**src/rtl/alu_writeback_queue_pkg.sv**
```systemverilog
// Shared definitions for the ALU writeback queue:
// opcodes, flag bit positions, queue entry type, compare-op predicate.
package alu_writeback_queue_pkg;

  localparam int WB_DATA_W  = 32;
  localparam int WB_FLAG_W  = 8;
  localparam int WB_RADDR_W = 5;

  localparam logic [5:0] OP_ADD  = 6'h00;
  localparam logic [5:0] OP_SUB  = 6'h01;
  localparam logic [5:0] OP_AND  = 6'h02;
  localparam logic [5:0] OP_OR   = 6'h03;
  localparam logic [5:0] OP_XOR  = 6'h04;
  localparam logic [5:0] OP_SLL  = 6'h05;
  localparam logic [5:0] OP_SRL  = 6'h06;
  localparam logic [5:0] OP_SRA  = 6'h07;
  localparam logic [5:0] OP_ADDI = 6'h08;
  localparam logic [5:0] OP_ANDI = 6'h09;
  localparam logic [5:0] OP_ORI  = 6'h0A;
  localparam logic [5:0] OP_CMP  = 6'h0B;
  localparam logic [5:0] OP_SUBI = 6'h0C;
  localparam logic [5:0] OP_SLT  = 6'h0D;
  localparam logic [5:0] OP_SLTU = 6'h0E;
  localparam logic [5:0] OP_CMPI = 6'h0F;

  localparam int FLAG_C = 0;
  localparam int FLAG_Z = 1;
  localparam int FLAG_N = 2;
  localparam int FLAG_V = 3;

  typedef struct packed {
    logic [WB_RADDR_W-1:0] rd;
    logic [WB_DATA_W-1:0]  data;
  } wb_entry_t;

  // Compares only produce flags; they never write a register.
  function automatic logic is_cmp_op(input logic [5:0] op);
    return (op == OP_CMP) || (op == OP_CMPI);
  endfunction

endpackage

```
**src/rtl/alu_writeback_queue_if.sv**
```systemverilog
// ALU result handshake bundle into the writeback stage.
// master = ALU side, slave = writeback queue side.
interface alu_writeback_queue_if #(
  parameter int DATA_W  = 32,
  parameter int FLAG_W  = 8,
  parameter int RADDR_W = 5
);
  logic               in_valid;
  logic               in_ready;
  logic [DATA_W-1:0]  in_result;
  logic [FLAG_W-1:0]  in_flags;
  logic [5:0]         in_op;
  logic [RADDR_W-1:0] in_rd;
  logic               in_wb_en;

  modport master (
    output in_valid, in_result, in_flags,
    output in_op, in_rd, in_wb_en,
    input  in_ready
  );

  modport slave (
    input  in_valid, in_result, in_flags,
    input  in_op, in_rd, in_wb_en,
    output in_ready
  );
endinterface

```
**src/rtl/alu_writeback_queue_wb_fifo.sv**
```systemverilog
// Circular register-write queue with explicit occupancy count.
// Storage is exposed so the parent can scan it for hazards.
module wb_fifo
  import alu_writeback_queue_pkg::*;
#(
  parameter type entry_t = wb_entry_t,
  parameter int  DEPTH   = 4
) (
  input  logic                     clk,
  input  logic                     rst,
  input  logic                     push,
  input  entry_t                   push_data,
  input  logic                     pop,
  output logic [$clog2(DEPTH):0]   count,
  output logic [$clog2(DEPTH)-1:0] head_idx,
  output entry_t                   head,
  output entry_t                   entries [DEPTH]
);
  localparam int AW = $clog2(DEPTH);
  localparam int CW = AW + 1;

  entry_t        mem_q [DEPTH];
  entry_t        mem_d [DEPTH];
  logic [AW-1:0] head_q, head_d;
  logic [AW-1:0] tail_q, tail_d;
  logic [CW-1:0] count_q, count_d;
  logic          push_ok, pop_ok;

  assign push_ok  = push && (count_q != CW'(DEPTH));
  assign pop_ok   = pop && (count_q != '0);
  assign count    = count_q;
  assign head_idx = head_q;
  assign head     = mem_q[head_q];
  assign entries  = mem_q;

  // Next-state for storage, pointers and occupancy.
  always_comb begin
    mem_d   = mem_q;
    head_d  = head_q;
    tail_d  = tail_q;
    count_d = count_q;
    if (push_ok) begin
      mem_d[tail_q] = push_data;
      tail_d        = tail_q + AW'(1);
    end
    if (pop_ok) begin
      head_d = head_q + AW'(1);
    end
    unique case ({push_ok, pop_ok})
      2'b10:   count_d = count_q + CW'(1);
      2'b01:   count_d = count_q - CW'(1);
      default: count_d = count_q;
    endcase
  end

  // Queue state registers; reset empties the queue.
  always_ff @(posedge clk or posedge rst) begin
    if (rst) begin
      mem_q   <= '{default: '0};
      head_q  <= '0;
      tail_q  <= '0;
      count_q <= '0;
    end else begin
      mem_q   <= mem_d;
      head_q  <= head_d;
      tail_q  <= tail_d;
      count_q <= count_d;
    end
  end
endmodule

```
**src/rtl/alu_writeback_queue.sv**
```systemverilog
// Execute-to-writeback stage: commits ALU flags at once and
// queues register writes, with hazard lookup over the queue.
module alu_writeback_queue
  import alu_writeback_queue_pkg::*;
#(
  parameter int DATA_W  = WB_DATA_W,
  parameter int FLAG_W  = WB_FLAG_W,
  parameter int RADDR_W = WB_RADDR_W,
  parameter int DEPTH   = 4
) (
  input  logic                   clk,
  input  logic                   rst,
  alu_writeback_queue_if.slave   in_if,
  output logic [FLAG_W-1:0]      flags_q,
  output logic                   rf_we,
  output logic [RADDR_W-1:0]     rf_waddr,
  output logic [DATA_W-1:0]      rf_wdata,
  input  logic                   rf_ack,
  input  logic [RADDR_W-1:0]     chk_addr,
  output logic                   chk_hit,
  output logic [DATA_W-1:0]      chk_data,
  output logic [$clog2(DEPTH):0] count
);
  localparam int AW = $clog2(DEPTH);
  localparam int CW = AW + 1;

  typedef struct packed {
    logic [RADDR_W-1:0] rd;
    logic [DATA_W-1:0]  data;
  } entry_t;

  logic [FLAG_W-1:0] flags_d;
  logic              in_ready;
  logic              accept;
  logic              eff_wb;
  entry_t            push_data;
  entry_t            head;
  entry_t            entries [DEPTH];
  logic [AW-1:0]     head_idx;
  logic [CW-1:0]     fifo_count;

  assign in_ready       = (fifo_count != CW'(DEPTH));
  assign in_if.in_ready = in_ready;
  assign accept         = in_if.in_valid && in_ready;
  assign eff_wb         = in_if.in_wb_en
                       && (in_if.in_rd != '0)
                       && !is_cmp_op(in_if.in_op);
  assign push_data      = '{rd: in_if.in_rd, data: in_if.in_result};
  assign count          = fifo_count;

  wb_fifo #(
    .entry_t (entry_t),
    .DEPTH   (DEPTH)
  ) u_fifo (
    .clk       (clk),
    .rst       (rst),
    .push      (accept && eff_wb),
    .push_data (push_data),
    .pop       (rf_ack),
    .count     (fifo_count),
    .head_idx  (head_idx),
    .head      (head),
    .entries   (entries)
  );

  // Head entry drives the register-file port; zero when idle.
  always_comb begin
    rf_we    = (fifo_count != '0);
    rf_waddr = '0;
    rf_wdata = '0;
    if (rf_we) begin
      rf_waddr = head.rd;
      rf_wdata = head.data;
    end
  end

  // Arithmetic/logic ops update flags; undefined ops leave them.
  always_comb begin
    flags_d = flags_q;
    if (accept && (in_if.in_op <= OP_CMPI)) begin
      flags_d = in_if.in_flags;
    end
  end

  // Architectural flags register.
  always_ff @(posedge clk or posedge rst) begin
    if (rst) begin
      flags_q <= '0;
    end else begin
      flags_q <= flags_d;
    end
  end

  // Scan oldest to youngest so the youngest match wins.
  always_comb begin
    chk_hit  = 1'b0;
    chk_data = '0;
    for (int k = 0; k < DEPTH; k++) begin
      if ((k < int'(fifo_count)) && (chk_addr != '0)
          && (entries[AW'(head_idx + AW'(k))].rd == chk_addr)) begin
        chk_hit  = 1'b1;
        chk_data = entries[AW'(head_idx + AW'(k))].data;
      end
    end
  end
endmodule

```
**src/flat_wrapper.sv**
```systemverilog
// flat-port wrapper written by rule: the top's interface ports become plain ports
module alu_writeback_queue_flat import alu_writeback_queue_pkg::*;
#(
  parameter int DATA_W  = WB_DATA_W,
  parameter int FLAG_W  = WB_FLAG_W,
  parameter int RADDR_W = WB_RADDR_W,
  parameter int DEPTH   = 4
)
  (clk, rst, flags_q, rf_we, rf_waddr, rf_wdata, rf_ack, chk_addr, chk_hit, chk_data, count, in_if_in_valid, in_if_in_result, in_if_in_flags, in_if_in_op, in_if_in_rd, in_if_in_wb_en, in_if_in_ready);
  alu_writeback_queue_if #(.DATA_W(DATA_W), .FLAG_W(FLAG_W), .RADDR_W(RADDR_W)) in_if_i ();
  input  logic clk;
  input  logic rst;
  output logic [FLAG_W-1:0] flags_q;
  output logic rf_we;
  output logic [RADDR_W-1:0] rf_waddr;
  output logic [DATA_W-1:0] rf_wdata;
  input  logic rf_ack;
  input  logic [RADDR_W-1:0] chk_addr;
  output logic chk_hit;
  output logic [DATA_W-1:0] chk_data;
  output logic [$clog2(DEPTH):0] count;
  input wire logic [$bits(in_if_i.in_valid)-1:0] in_if_in_valid;
  input wire logic [$bits(in_if_i.in_result)-1:0] in_if_in_result;
  input wire logic [$bits(in_if_i.in_flags)-1:0] in_if_in_flags;
  input wire logic [$bits(in_if_i.in_op)-1:0] in_if_in_op;
  input wire logic [$bits(in_if_i.in_rd)-1:0] in_if_in_rd;
  input wire logic [$bits(in_if_i.in_wb_en)-1:0] in_if_in_wb_en;
  output wire logic [$bits(in_if_i.in_ready)-1:0] in_if_in_ready;
  assign in_if_i.in_valid = in_if_in_valid;
  assign in_if_i.in_result = in_if_in_result;
  assign in_if_i.in_flags = in_if_in_flags;
  assign in_if_i.in_op = in_if_in_op;
  assign in_if_i.in_rd = in_if_in_rd;
  assign in_if_i.in_wb_en = in_if_in_wb_en;
  assign in_if_in_ready = in_if_i.in_ready;
  alu_writeback_queue #(.DATA_W(DATA_W), .FLAG_W(FLAG_W), .RADDR_W(RADDR_W), .DEPTH(DEPTH)) u_core (.clk(clk), .rst(rst), .in_if(in_if_i), .flags_q(flags_q), .rf_we(rf_we), .rf_waddr(rf_waddr), .rf_wdata(rf_wdata), .rf_ack(rf_ack), .chk_addr(chk_addr), .chk_hit(chk_hit), .chk_data(chk_data), .count(count));
endmodule
```
**config.mk**
```make
export PLATFORM = sky130hd
export DESIGN_NAME = alu_writeback_queue_flat
export DESIGN_NICKNAME = d
export VERILOG_FILES = /design/src/rtl/alu_writeback_queue_pkg.sv /design/src/rtl/alu_writeback_queue_if.sv /design/src/rtl/alu_writeback_queue_wb_fifo.sv /design/src/rtl/alu_writeback_queue.sv /design/src/flat_wrapper.sv
export SDC_FILE = /design/constraint.sdc
export NUM_CORES = 1
export LEC_CHECK = 0
export ABC_AREA = 1
export BUFFER_PORTS_ARGS = -buffer_cell sky130_fd_sc_hd__buf_2
export CORE_ASPECT_RATIO = 0.9
export CORE_MARGIN = 3
export CORE_UTILIZATION = 30
export CTS_BUF_LIST = sky130_fd_sc_hd__clkbuf_8
export DETAILED_ROUTE_END_ITERATION = 12
export MAX_ROUTING_LAYER = met4
export SYNTH_ARGS = -nofsm -noshare
export SYNTH_HDL_FRONTEND = slang
export SYNTH_SLANG_ARGS = --single-unit
```
**constraint.sdc**
```tcl
create_clock -name clk -period 9.8 [get_ports clk]
set_clock_uncertainty 0.05 [all_clocks]
set_input_delay 1.96 -clock clk [delete_from_list [all_inputs] [get_ports clk]]
set_output_delay 1.96 -clock clk [all_outputs]
set_load 0.03 [all_outputs]
```
==> impl_metrics.json <==
{
  "track_usage": 0.183,
  "cts.path.max_buffers": 2,
  "yosysUniqueCellTypes": 28,
  "htree_levels": 4,
  "layout-drive-gt1-share": 0.137,
  "period_minus_slack_ns": 7.56,
  "start_kind": "flop",
  "cap_violations": 0,
  "core_area_mm2": 0.0374,
  "cts-resized-gates": 0,
  "port_buffers": 142,
  "crit_family": "simple AND/OR/NAND/NOR gates",
  "areaGrowthSynthToFinish_pct": 12.3,
  "finalSetupViolCount": 0,
  "critPathMaxFanout": 59,
  "drc": 0,
  "clk_pin_slew_worst_paths_ns": 0.09,
  "crit_arrival_ns": 5.55,
  "crit_chain": "clkinv_2 > nand2_1 > nand2_2 > buf_4 > nand2_1 > nand2_1 > nand2_1 > nand2_1 > nor2_2 > buf_4 > nand3_2 > nand2_1 > nand3_1 > nand2_1 > nand2_1 > buf_2",
  "holdCritPathClass": "reg2reg",
  "ys_ff_latch": 163,
  "max_stage_delay_ns": 0.96,
  "floorplan.initialDensity": 0.305,
  "die_h_um": 191,
  "clkSinkCount": 163,
  "wl_per_cell_um": 15.2,
  "route.vias.total": 11427,
  "numCtsBuffers": 17,
  "syn_area_mm2": 0.0114,
  "fin_crit_sh": 0.771,
  "drtAntennaViolNets": 0,
  "syn_inst": 1781,
  "maxSlewViolCount": 0,
  "fmax_ghz": 0.132,
  "crit_top_cell": "nand2_1",
  "ctsHoldBuffers": 0,
  "outcome": "finished, final reports clean",
  "postCtsSetupRepairBufs": 0,
  "drt_iter0_markers": 680,
  "cts_tree": "done",
  "tightestPinTransition_ns": 1.06,
  "cpMaxStageDelayCell": "nand3_2",
  "synth.avg_cell_area_um2": 6.41,
  "rsz0062_at_grt": "false",
  "worst_setup_path_end_kind": "output port",
  "num_rows": 67,
  "first_pass_iters": 5,
  "drt_wl_total_um": 35400,
  "gp_congestion": 0.862,
  "relSlewSlack": 0.291,
  "vias_per_cell": 4.90,
  "die_w_um": 212,
  "clockRootBuffer": "clkbuf_8",
  "dp_hpwl_um": 21500,
  "grt_pass1_wl_um": 57100,
  "grt-ovfl-total": 0,
  "grt_pass1_vias": 10738,
  "syn_nets": 1850,
  "crit_type": "reg2out",
  "io-pin-count": 144,
  "seq_area_frac_synth": 0.357,
  "fin_tns_setup_ns": 0,
  "hold_viol_final": 0,
  "yosys_warnings": 0,
  "cp.required_ns": 7.79,
  "grt_max_degree": 121,
  "die_area_mm2": 0.0404,
  "worstSkewPairLatency_ns": 0.47,
  "crit_buf_inv": 4,
  "nets": 1902,
  "antenna_found_initial": 3
}
## final timing paths
path	start	slack [ns]	end	depth (start not counted)
hold / removal	u_core.flags_q[5]	0.46	u_core.flags_q[5]	1
setup / recovery	u_core.u_fifo.head_idx[1]	2.24	chk_data[0]	16
hold reg to reg	u_core.flags_q[5]	0.46	u_core.flags_q[5]	1
min in group asynchronous	rst	1.61	u_core.u_fifo.entries[1]	2
setup reg to reg	u_core.u_fifo.count[0]	6.54	u_core.u_fifo.entries[21]	9
max in group asynchronous	rst	6.45	u_core.u_fifo.head_idx[0]	3
## sequential cells by signal, indices dropped and copies added, names as in the netlist
name,cells
u_core.u_fifo.tail_q,2
u_core.u_fifo.count,3
u_core.flags_q,8
u_core.u_fifo.entries,148
u_core.u_fifo.head_idx,2
## metal layers
metal	track usage	wire, µm	share of wire
met1	0.233	16200	0.46
met2	0.305	16700	0.47
met3	0.0297	1930	0.055
met4	0.0446	667	0.019
met5	-	0	0
## area by class of cell
class	instances	area, µm²
fillers	4066	24600
multi-input cells	1326	6170
flip-flops and latches	163	4080
repair buffers	158	831
inverters	167	636
well taps	483	604
clock buffers	18	248
clock inverters	14	234
diodes	3	7.51
## kinds of logic after synthesis
logic type / after synthesis / share of synthesized area
and+or+nand+nor: 878 / 0.307
xor gates and xnor gates: 8 / 0.00614
DFF: 163 / 0.357
buffers and inverters: 292 / 0.106
adders and majority gates: 8 / 0.00877
muxes: 46 / 0.0454
AOI/OAI and AO/OA: 386 / 0.169
## layout by cell type, fill, tap and decap left out, types with 3 or more instances in the layout
| cell | synthesis | final |
|---|---|---|
| nor2_4 | 0 | 5 |
| ha_1 | 8 | 8 |
| diode_2 | 0 | 3 |
| nand3_1 | 73 | 72 |
| xor2_1 | 6 | 6 |
| nand2_1 | 605 | 604 |
| dfrtp_1 | 163 | 162 |
| o21ai_1 | 30 | 30 |
| buf_4 | 8 | 16 |
| buf_2 | 54 | 142 |
| clkinv_2 | 0 | 3 |
| nor2_1 | 155 | 151 |
| mux2_2 | 46 | 46 |
| bufinv_16 | 0 | 6 |
| clkinvlp_4 | 0 | 3 |
| o21ai_0 | 351 | 351 |
| clkbuf_8 | 0 | 18 |
| nor2_2 | 4 | 3 |
| nand4_1 | 35 | 35 |
| a21oi_1 | 4 | 4 |
| inv_1 | 162 | 162 |
## stage by stage
step | hold slack [ns] | instance area (µm²) | setup WS, ns | utilization | std cells
2_1_floorplan | 0.448 | 11400 | 3.39 | - | 1781
3_3_place_gp | 0.435 | 12300 | 2.75 | 0.330 | 2297
3_5_place_dp | 0.438 | 12300 | 2.74 | 0.330 | 2297
4_1_cts | 0.466 | 12800 | 2.23 | 0.343 | 2329
5_1_grt | 0.488 | 12800 | 1.72 | 0.343 | 2331
6_report | 0.459 | 12800 | 2.24 | 0.343 | 2332
## cell usage after synthesis, drive strengths merged
library cell / number / area share
buf: 74 / 0.034
nand4: 35 / 0.019
inv: 166 / 0.055
or2: 1 / 0.00055
nor3: 2 / 0.00088
a21oi: 4 / 0.0018
clkinv: 1 / 0.00033
and3: 1 / 0.00055
nand3: 74 / 0.033
o21ai: 381 / 0.17
o211ai: 1 / 0.00066
xnor2: 2 / 0.0015
clkbuf: 51 / 0.017
dfrtp: 163 / 0.36
ha: 8 / 0.0088
nand2: 606 / 0.20
nor2: 159 / 0.053
xor2: 6 / 0.0046
mux2: 46 / 0.045
Power is left out: the tool's default activity adds up to more than one toggle a clock period on the data nets, which glitch-free logic cannot reach.
